### src/rtl/pipe_pkg.sv
// Shared types and constants for the IF/ID pipeline stage register.
package pipe_pkg;

  localparam int unsigned PC_W_DEFAULT    = 32;
  localparam int unsigned INSTR_W_DEFAULT = 32;
  localparam logic [INSTR_W_DEFAULT-1:0] NOP_INSTR_DEFAULT = 32'hE000_0000;

  typedef enum logic [1:0] {
    EMPTY = 2'd0,
    ONE   = 2'd1,
    TWO   = 2'd2
  } stage_state_t;

  typedef struct packed {
    logic [PC_W_DEFAULT-1:0]    pc;
    logic [INSTR_W_DEFAULT-1:0] instr;
  } if_id_t;

endpackage

### src/rtl/if_id_pipe_reg.sv
// IF->ID stage register with valid/ready on both sides, freeze and flush.
// Define IF_ID_SKID_EN for a 2-entry skid buffer with a registered in_ready.
module if_id_pipe_reg
  import pipe_pkg::*;
#(
  parameter int unsigned        PC_W      = PC_W_DEFAULT,
  parameter int unsigned        INSTR_W   = INSTR_W_DEFAULT,
  parameter logic [INSTR_W-1:0] NOP_INSTR = INSTR_W'(NOP_INSTR_DEFAULT)
) (
  input  logic               clk,
  input  logic               rst,
  input  logic               freeze,
  input  logic               flush,
  input  logic               in_valid,
  output logic               in_ready,
  input  logic [PC_W-1:0]    in_pc,
  input  logic [INSTR_W-1:0] in_instr,
  output logic               out_valid,
  input  logic               out_ready,
  output logic [PC_W-1:0]    out_pc,
  output logic [INSTR_W-1:0] out_instr
);

  typedef struct packed {
    logic [PC_W-1:0]    pc;
    logic [INSTR_W-1:0] instr;
  } payload_t;

  localparam payload_t EMPTY_PAYLOAD = payload_t'({{PC_W{1'b0}}, NOP_INSTR});

  stage_state_t state_q, state_d;
  payload_t     main_q;
  payload_t     in_payload;
  logic         out_valid_int;
  logic         in_fire, out_fire;
  logic         load_main_in, clear_main;

  assign in_payload    = '{pc: in_pc, instr: in_instr};
  assign out_valid_int = (state_q != EMPTY);
  assign out_valid     = out_valid_int & ~freeze;

`ifdef IF_ID_SKID_EN
  payload_t skid_q;
  logic     load_skid, load_main_skid;

  // Registered-only in_ready: no path from out_ready.
  assign in_ready = (state_q != TWO) & ~freeze;
`else
  assign in_ready = (~out_valid_int | out_ready) & ~freeze;
`endif

  assign in_fire  = in_valid & in_ready;
  assign out_fire = out_valid & out_ready;

  // Next-state and register-update selects; freeze holds, flush empties.
  always_comb begin
    state_d      = state_q;
    load_main_in = 1'b0;
    clear_main   = 1'b0;
`ifdef IF_ID_SKID_EN
    load_skid      = 1'b0;
    load_main_skid = 1'b0;
`endif
    if (freeze) begin
      state_d = state_q;
    end else if (flush) begin
      state_d    = EMPTY;
      clear_main = 1'b1;
    end else begin
      unique case (state_q)
        EMPTY: begin
          if (in_fire) begin
            state_d      = ONE;
            load_main_in = 1'b1;
          end
        end
        ONE: begin
          if (in_fire && out_fire) begin
            load_main_in = 1'b1;
`ifdef IF_ID_SKID_EN
          end else if (in_fire) begin
            state_d   = TWO;
            load_skid = 1'b1;
`else
          end else if (in_fire) begin
            load_main_in = 1'b1;
`endif
          end else if (out_fire) begin
            state_d    = EMPTY;
            clear_main = 1'b1;
          end
        end
`ifdef IF_ID_SKID_EN
        TWO: begin
          if (out_fire) begin
            state_d        = ONE;
            load_main_skid = 1'b1;
          end
        end
`endif
        default: begin
          state_d    = EMPTY;
          clear_main = 1'b1;
        end
      endcase
    end
  end

  always_ff @(posedge clk) begin
    if (rst) begin
      state_q <= EMPTY;
      main_q  <= EMPTY_PAYLOAD;
    end else begin
      state_q <= state_d;
      if (load_main_in) begin
        main_q <= in_payload;
`ifdef IF_ID_SKID_EN
      end else if (load_main_skid) begin
        main_q <= skid_q;
`endif
      end else if (clear_main) begin
        main_q <= EMPTY_PAYLOAD;
      end
    end
  end

`ifdef IF_ID_SKID_EN
  // Skid entry is cleared whenever the stage is emptied so no stale data lingers.
  always_ff @(posedge clk) begin
    if (rst) begin
      skid_q <= EMPTY_PAYLOAD;
    end else if (load_skid) begin
      skid_q <= in_payload;
    end else if (clear_main || load_main_skid) begin
      skid_q <= EMPTY_PAYLOAD;
    end
  end
`endif

  assign out_pc    = main_q.pc;
  assign out_instr = main_q.instr;

endmodule

### config.mk
export PLATFORM = sky130hd
export DESIGN_NAME = if_id_pipe_reg
export DESIGN_NICKNAME = d
export VERILOG_FILES = /design/src/rtl/pipe_pkg.sv /design/src/rtl/if_id_pipe_reg.sv
export SDC_FILE = /design/constraint.sdc
export NUM_CORES = 1
export LEC_CHECK = 0
export BUFFER_PORTS_ARGS = -buffer_cell sky130_fd_sc_hd__clkbuf_2
export CORE_MARGIN = 1
export CORE_UTILIZATION = 44
export CTS_BUF_LIST = sky130_fd_sc_hd__clkbuf_16
export CTS_CLUSTER_SIZE = 12
export DETAILED_ROUTE_END_ITERATION = 8
export GPL_TIMING_DRIVEN = 0
export MAX_ROUTING_LAYER = met4
export PLACE_DENSITY_LB_ADDON = 0.25
export SYNTH_ARGS = -nofsm -noshare
export SYNTH_HDL_FRONTEND = slang
export SYNTH_SLANG_ARGS = --single-unit
### constraint.sdc
create_clock -name clk -period 2.1 [get_ports clk]
set_input_delay 0.315 -clock clk [delete_from_list [all_inputs] [get_ports clk]]
set_output_delay 0.315 -clock clk [all_outputs]
set_load 0.01 [all_outputs]
==> run summary, run 1 <==
At the worst endpoint, the required time is 2350 ps. Total placed cells including tap cells: 346. The logs give 1,822 for the detailed-route via count and 3 for the H-tree depth.

Across the routed clock network, the largest skew measured is 4.042 ps. The leakage power is 1.599 nW. Setup repair after global routing left no endpoint under its margin.

The type of the worst min-delay path was in -> reg. Sorting the synthesized cells by how often they occur yields sky130_fd_sc_hd__dfxtp_1 (65), sky130_fd_sc_hd__a22o_1 (61), sky130_fd_sc_hd__buf_2 (7), sky130_fd_sc_hd__buf_6 (6), sky130_fd_sc_hd__a21oi_1 (4). The x dimension of the die was 71.02 um; the portion of total power attributed to combinational logic was 0.077. The largest total area in the synthesized netlist belongs to sky130_fd_sc_hd__dfxtp_1.

Derived from the worst setup path, the maximum achievable clock frequency is 594.8 MHz. Walking the worst path, the cells encountered are mux2_2 -> o31ai_4 -> buf_2 -> a22o_1. CTS placed an instance of sky130_fd_sc_hd__clkbuf_16 at the clock tree root. The via count normalized by instance count came out at 5.047. The most critical setup path has its startpoint at state_q[0]. For this design the total switching power over the nets is 0.0005981 W.

Timing endpoint of the critical path: out_instr[8]. The area share of the leading cell type in the synthesized netlist works out to 0.6209. The peak per-stage delay on the critical path was 400 ps. Counting cells, the worst reg-to-reg path comes to 4. The number of antenna violations at the first check in global routing was 0; the number of register bits inferred by synthesis was 65. The final reports fail on DRC. A synthesized cell averages 13.10 sq um. The setup path with the least slack is of type reg -> reg. The logs give 1,652 for the via count of the first global-routing pass and 67 for the violation count after the first detailed-route iteration. TritonCTS created 9 clock buffers. The dominant delay contributor by cell family on the critical path is compound AO/OA/AOI/OAI gates. The wire-length estimate of the detail-placed layout is 3518 um. Sequential-to-total area share from yosys stat: 0.6209.

The final non-filler cell total was 361; the full die area was 0.005043 sq mm. The run gives 0.4684 as the initial core utilization. Counting flops with a built-in enable in the synthesized netlist gives 0.

For the number of top-level pins, the log shows 136. Clock-pin slew was measured on the worst setup and hold paths at 50 ps. The worst setup path is captured at a register. The post-cts repair resize count was 0. The tools report the site row count as 24.

The number of distinct library cells after synthesis was 17. For this run, the detailed router's first-pass iteration total came to 6. The final worst-path setup slack was 418.6 ps; the largest net degree at the start of global routing was 11. Measured along the y axis, the die boundary spans 71.02 um.

No sink is reached through more buffers than the 2 on the longest clock path. The proportion of register bits with asynchronous set or reset after synthesis came out at 0. The total length of routed wires is 4830 um, and the number of buffers added on ports is 134.

The layout has 345 filler cells. Count of buffering cells on the critical path with inverters included: 1. The global-route congestion overflow total came out at 0.

The worst-case IR drop observed on VDD is 618.6 uV. The fraction of power spent switching nets is 0.2077. The main flop type after synthesis is sky130_fd_sc_hd__dfxtp_1. Max-cap violations in this run came to 0. The logs give 375 for the number of nets in the final layout and 0.002096 sq mm for the synthesized cell area.

The critical path runs through a total of 4 cells. The tools report the number of buffers inserted by post-CTS setup repair as 0. The first-pass GRT wire length came out at 7707 um. Setup violations remaining at the end of the flow were counted as 0.

During synthesis, Yosys emitted a total of 0 warnings. By instance count, the leading cell after synthesis is sky130_fd_sc_hd__dfxtp_1. The internal portion of total power was 0.002281 W.

TritonCTS built the clock tree. The worst register-to-register path begins at state_q[0]. Once detail routing completed, the nets flagged for antenna violations numbered 0.

At the pin with the least slew margin, the transition time is 460.6 ps. For the final routed database, the setup TNS stands at 0 ps. The clock insertion delay at the later pin of the skew report is 310 ps.

The relative contribution of sequential cells to total power came out at 0.449. The endpoint identified for the worst register-to-register timing path is out_instr[8]. At the end of routability-driven placement, the weighted congestion stood at 0.7481.

The run gives 0.004474 sq mm as the total core area. Data on the critical path arrives at its endpoint at 1940 ps. The area growth from synthesis to final layout works out to 48.36%. The run gives 230 as the total nets after synthesis. The number of hold-slack violations in the final timing report is 0.

The proportion of layout cells with a drive suffix above 1 is 0.5340, and the worst slew slack as a fraction of its limit is 0.6919. The flow ran to the end, but the final reports show violations. The average wire per standard cell is 13.38 um.

Across all register-to-register paths, the minimum setup slack is 420 ps. The clock net in this run drives a total of 65 sinks. The worst setup path is launched from a register. Ranked by total cell area, the synthesized netlist is headed by sky130_fd_sc_hd__dfxtp_1 (62%), sky130_fd_sc_hd__a22o_1 (25%), sky130_fd_sc_hd__buf_6 (3.2%).

Hold repair after CTS inserted 0 buffers. The DRC violation count after routing is 19. Clock network fraction of design power: 0.474. Dividing total power by cell area gives a power density of 926.1 mW/mm^2. For the antenna diode instance count, the log shows 0. Timing analysis after detailed placement gives a worst setup slack of 341.6 ps.

The shortest period the worst path allows came out at 1681 ps. Synthesis handed over a netlist of 160 instances. The final cycle utilization of the critical path works out to 0.8007. The worst-path cell with the longest stage delay was sky130_fd_sc_hd__o31ai_4.

In this run the worst path has a maximum fanout of 10. The logs give 0 for the max-slew violation count and 0.2023 for the total track usage.
## layout make-up
cell class                 count  area (sq um)  area share
sequential                    65          1301      0.4185
buffer                        14         117.6     0.03783
timing repair buffer         134         670.6      0.2157
inverter                       3         11.26    0.003622
clock inverter                 6         52.55     0.01690
tap                           52         65.06     0.02093
clock buffer                   9         225.2     0.07243
multi-input combinational     78         665.6      0.2141
## per-stage QoR
step	hold slack, ps	total power, W	util	cell area [sq um]
CTS	189.8	0.002907	0.6949	3109
global route	191.7	0.002991	0.6949	3109
floorplan	440.5	0.001419	-	2096
detailed placement	442.6	0.001540	0.6328	2831
finish	195.5	0.002880	0.6949	3109
global placement	437.2	0.001537	0.6328	2831
## worst reg2reg max path, delay by kind of cell (launching register included)
family / cells / cell delay [ps]
multiplexers: 1 / 370
flip-flops: 1 / 370
AO/OA/AOI/OAI: 2 / 570
buffers and inverters: 1 / 310
## layout by cell type, fill, tap and decap left out
cell                        count
sky130_fd_sc_hd__and2b_2        1
sky130_fd_sc_hd__or3b_1         1
sky130_fd_sc_hd__inv_1          5
sky130_fd_sc_hd__a21oi_1        4
sky130_fd_sc_hd__nor2_1         2
sky130_fd_sc_hd__dfxtp_1       65
sky130_fd_sc_hd__nor4_1         3
sky130_fd_sc_hd__o21ai_0        1
sky130_fd_sc_hd__buf_6          6
sky130_fd_sc_hd__o31ai_4        1
sky130_fd_sc_hd__bufinv_16      1
sky130_fd_sc_hd__buf_8          1
sky130_fd_sc_hd__mux2_2         1
sky130_fd_sc_hd__clkbuf_2     134
sky130_fd_sc_hd__a22o_1        61
sky130_fd_sc_hd__clkinv_2       3
sky130_fd_sc_hd__nor2b_1        1
sky130_fd_sc_hd__clkbuf_16      9
sky130_fd_sc_hd__buf_2          7
sky130_fd_sc_hd__nor3_4         1
sky130_fd_sc_hd__or2b_1         1
## cell families after synthesis
| kind of cell | Yosys count | synth area share |
|---|---|---|
| AOI/OAI and AO/OA | 67 | 0.2770 |
| DFF | 65 | 0.6209 |
| buffers and inverters | 17 | 0.06149 |
| and+or+nand+nor | 10 | 0.03523 |
| muxes | 1 | 0.005373 |
## power groups by stage
stage               Clock [W]  Combinational (W)  Sequential (W)
floorplan                   0          0.0000856         0.00133
global placement            0           0.000221         0.00132
detailed placement          0           0.000224         0.00132
CTS                   0.00139           0.000225         0.00129
global route          0.00145           0.000243         0.00130
finish                0.00136           0.000223         0.00129
## registers in the layout (all words and copies together) (netlist names)
name,flops
out_instr,32
out_pc,32
state_q,1
## worst min path at each step
stage / from / endpoint / slack (ps) / cells past startpoint
2_1_floorplan: in_pc[5] / out_pc[5] / 440 / 1
5_1_grt: rst / state_q[0] / 190 / 2
4_1_cts: rst / state_q[0] / 190 / 2
3_5_place_dp: out_instr[31] / out_instr[31] / 440 / 2
3_3_place_gp: out_instr[31] / out_instr[31] / 440 / 2
6_report: rst / state_q[0] / 200 / 2
## routing by layer
metal	global-route usage	share of wire	vias up
met5	-	0	-
met4	0.08222	0.016	0
met3	0.05698	0.069	9
met2	0.3173	0.45	79
met1	0.2459	0.46	830
li1	-	-	904
No activity file was read; power rests on OpenSTA's default activity.
==> inputs of run 2 (changes only) <==
--- a/config.mk
+++ b/config.mk
@@ -7,7 +7,7 @@
 export LEC_CHECK = 0
 export BUFFER_PORTS_ARGS = -buffer_cell sky130_fd_sc_hd__clkbuf_2
 export CORE_MARGIN = 1
-export CORE_UTILIZATION = 44
+export CORE_UTILIZATION = 41
 export CTS_BUF_LIST = sky130_fd_sc_hd__clkbuf_16
 export CTS_CLUSTER_SIZE = 12
 export DETAILED_ROUTE_END_ITERATION = 8
==> constraint.sdc (replaced) <==
create_clock -name clk -period 1.58 [get_ports clk]
set_input_delay 0.237 -clock clk [delete_from_list [all_inputs] [get_ports clk]]
set_output_delay 0.237 -clock clk [all_outputs]
set_load 0.01 [all_outputs]
==> run summary, run 2 (synthesis gave the netlist of run 1 again) <==
The area growth from synthesis to final layout is 52.78%. The max-slew violation count is 0 (unchanged), and the number of nets in the final layout is 378 (+0.80%). The via count of the first global-routing pass came out at 1,654 (+0.12%).

The library cell used most frequently in the layout, excluding fill and tap cells, is sky130_fd_sc_hd__clkbuf_2. The detailed-route via count was 1,843 (+1.2%). The logs give 0.005402 sq mm (+7.1%) for the full die area and 77 (+15%) for the violation count after the first detailed-route iteration.

The via count normalized by instance count is 4.850 (-3.9%). The clock insertion delay at the later pin of the skew report was 310 ps (about the same). The number of antenna violations at the first check in global routing was 0 (unchanged).

The power density normalized to cell area was 1272 mW/mm^2 (+37%); the placed wire-length estimate after detailed placement was 3771 um (+7.2%). The site row count is 25 (+4.2%), and the total track usage is 0.1967 (-0.005607). The tools report the worst slew slack as a fraction of its limit as 0.6966 (+0.004632). The clock-pin slew on the worst setup and hold paths works out to 50 ps (about the same).

For the antenna diode instance count, the log shows 0 (unchanged). The x dimension of the die works out to 73.50 um (+3.5%). The total length of routed wires was 5266 um (+9.0%). The number of iterations in the first detailed-routing pass came out at 4 (-2). The proportion of layout cells with a drive suffix above 1 works out to 0.5463 (+0.01235).

The largest voltage drop on the vdd net was 730.0 uV (+18%). The flow ran to the end, and the final reports show no timing, DRC or antenna violations. The tools report the DRC violation count after routing as 0 (-19). For the initial core utilization, the log shows 0.4351 (-0.03334). For the final setup TNS, the log shows 0 ps (unchanged). In the layout the commonest cells are sky130_fd_sc_hd__clkbuf_2 (134), sky130_fd_sc_hd__dfxtp_1 (64), sky130_fd_sc_hd__a22o_1 (61). The worst hold path belongs to the class in -> reg. The H-tree depth came out at 3 (unchanged). CTS placed an instance of sky130_fd_sc_hd__clkbuf_16 at the clock tree root. The largest fanout of any net on the critical path is 10 (unchanged), and the worst clock skew is 2.109 ps (-1.933 ps).

The weighted congestion at the end of routability-driven global placement was 0.7608 (+1.7%); the final cycle utilization of the critical path was 0.9658 (+0.1652). The number of buffers added on ports came out at 134 (unchanged). The average wire per standard cell works out to 13.86 um (+3.6%). The data required time of the critical path came out at 1840 ps (-510 ps). STA classifies the critical path endpoint as a register. For the worst hold slack across all endpoints, the log shows 108.5 ps (-87.02 ps). The total core area was 0.004817 sq mm (+7.7%).

The tools report the clock sink total as 65 (unchanged). The global-route congestion overflow total is 0 (unchanged). The logs give 0 (unchanged) for the number of antenna-violating nets in the routed design and 12 (+1) for the largest net degree at the start of global routing.

Reported max-cap violation count: 0 (unchanged). The pin slew with the least headroom to its limit works out to 453.7 ps (-6.927 ps). The launching element type of the critical path was a register.

The TritonCTS buffer count was 9 (unchanged); the final non-filler cell total was 380 (+5.3%). The shortest period the worst path allows came out at 1526 ps (-155.4 ps). The number of hold-slack violations in the final timing report came out at 0 (unchanged). The critical path in this run is classified as reg -> reg.

The tools report the finished layout cell area as 0.003202 sq mm (+3.0%). The run gives 655.3 MHz (+10%) as the upper clock frequency limit. Critical path data arrival time: 1780 ps (-160 ps). The hold-fix buffer count after cts is 0 (unchanged). The logs give 2 (unchanged) for the clock tree buffer depth and 1.621 nW (+1.3%) for the leakage power. The run gives 0.002850 sq mm (+0.66%) as the post-placement cell area. The tools report the number of top-level pins as 136 (unchanged). The y dimension of the die came out at 73.50 um (+3.5%). The logs give 361 (+4.3%) for the total placed cells including tap cells and 413 (+20%) for the final-layout fill cell count.

The first-pass GRT wire length was 7721 um (+0.18%). TritonCTS built the clock tree. Setup repair after global routing left no endpoint under its margin. For the total of endpoints with negative setup slack in the final report, the log shows 0 (unchanged).
run 2: cell count changes in the layout (fill, tap and decap cells not counted), sizes merged:
cell,change
buf,+2
bufinv,+1
clkbuf,+1
clkinv,+1
clkinvlp,+1
inv,-2
run 2: what timing repair did:
| item | 4_1_cts | 5_1_grt |
|---|---|---|
| pin swaps | 1 | 0 |
| setup endpoints to repair | 61 | 55 |
| gates resized for setup | 2 | 10 |
| setup buffers | 3 | 0 |
run 2: final timing paths:
path,endpoint,cells past startpoint,from,slack (ps)
setup / recovery,out_instr[6],5,state_q[0],50
hold / removal,state_q[0],2,rst,110
setup reg to reg,out_instr[6],5,state_q[0],50
hold reg to reg,out_instr[31],2,out_instr[31],450
run 2: area by class of cell:
class                           count  area [sq um]  share of cell area
Buffer                             14         132.6             0.04142
Clock buffer                        9         225.2             0.07034
Clock inverter                      7         85.08             0.02657
Inverter                            3         11.26            0.003517
Multi-Input combinational cell     78         668.1              0.2087
Sequential cell                    65          1303              0.4068
Tap cell                           67         83.83             0.02618
Timing Repair Buffer              137         693.2              0.2165
run 2: routing by layer:
layer | wire [um] | global-route usage | vias to the layer above
met1 | 2378 | 0.2358 | 854
met2 | 2541 | 0.3017 | 73
met4 | 65 | 0.1047 | 0
met3 | 280 | 0.05213 | 6
li1 | - | - | 910
met5 | 0 | - | -
run 2: power breakdown:
part	switching, W	leakage, nW	internal [W]	total [W]
registers	0.0000265	0.528	0.00169	0.00172
clock network	0.000678	0.150	0.00136	0.00204
logic	0.000149	0.943	0.000166	0.000315
run 2: stage by stage:
| stage | util | setup slack (ps) | power, W |
|---|---|---|---|
| 4_1_cts | 0.6618 | 10.83 | 0.004100 |
| 3_3_place_gp | 0.5917 | -103.1 | 0.002044 |
| 3_5_place_dp | 0.5917 | -129.2 | 0.002048 |
| 2_1_floorplan | - | 165.4 | 0.001886 |
| 5_1_grt | 0.6647 | 4.372 | 0.004202 |
| 6_report | 0.6647 | 53.98 | 0.004073 |
run 2: worst max-delay path, stage by stage (launching register included):
cell	delay [ps]
sky130_fd_sc_hd__dfxtp_2	350
sky130_fd_sc_hd__mux2_2	360
sky130_fd_sc_hd__o31ai_4	240
sky130_fd_sc_hd__buf_4	180
sky130_fd_sc_hd__clkbuf_4	190
sky130_fd_sc_hd__a22o_1	160
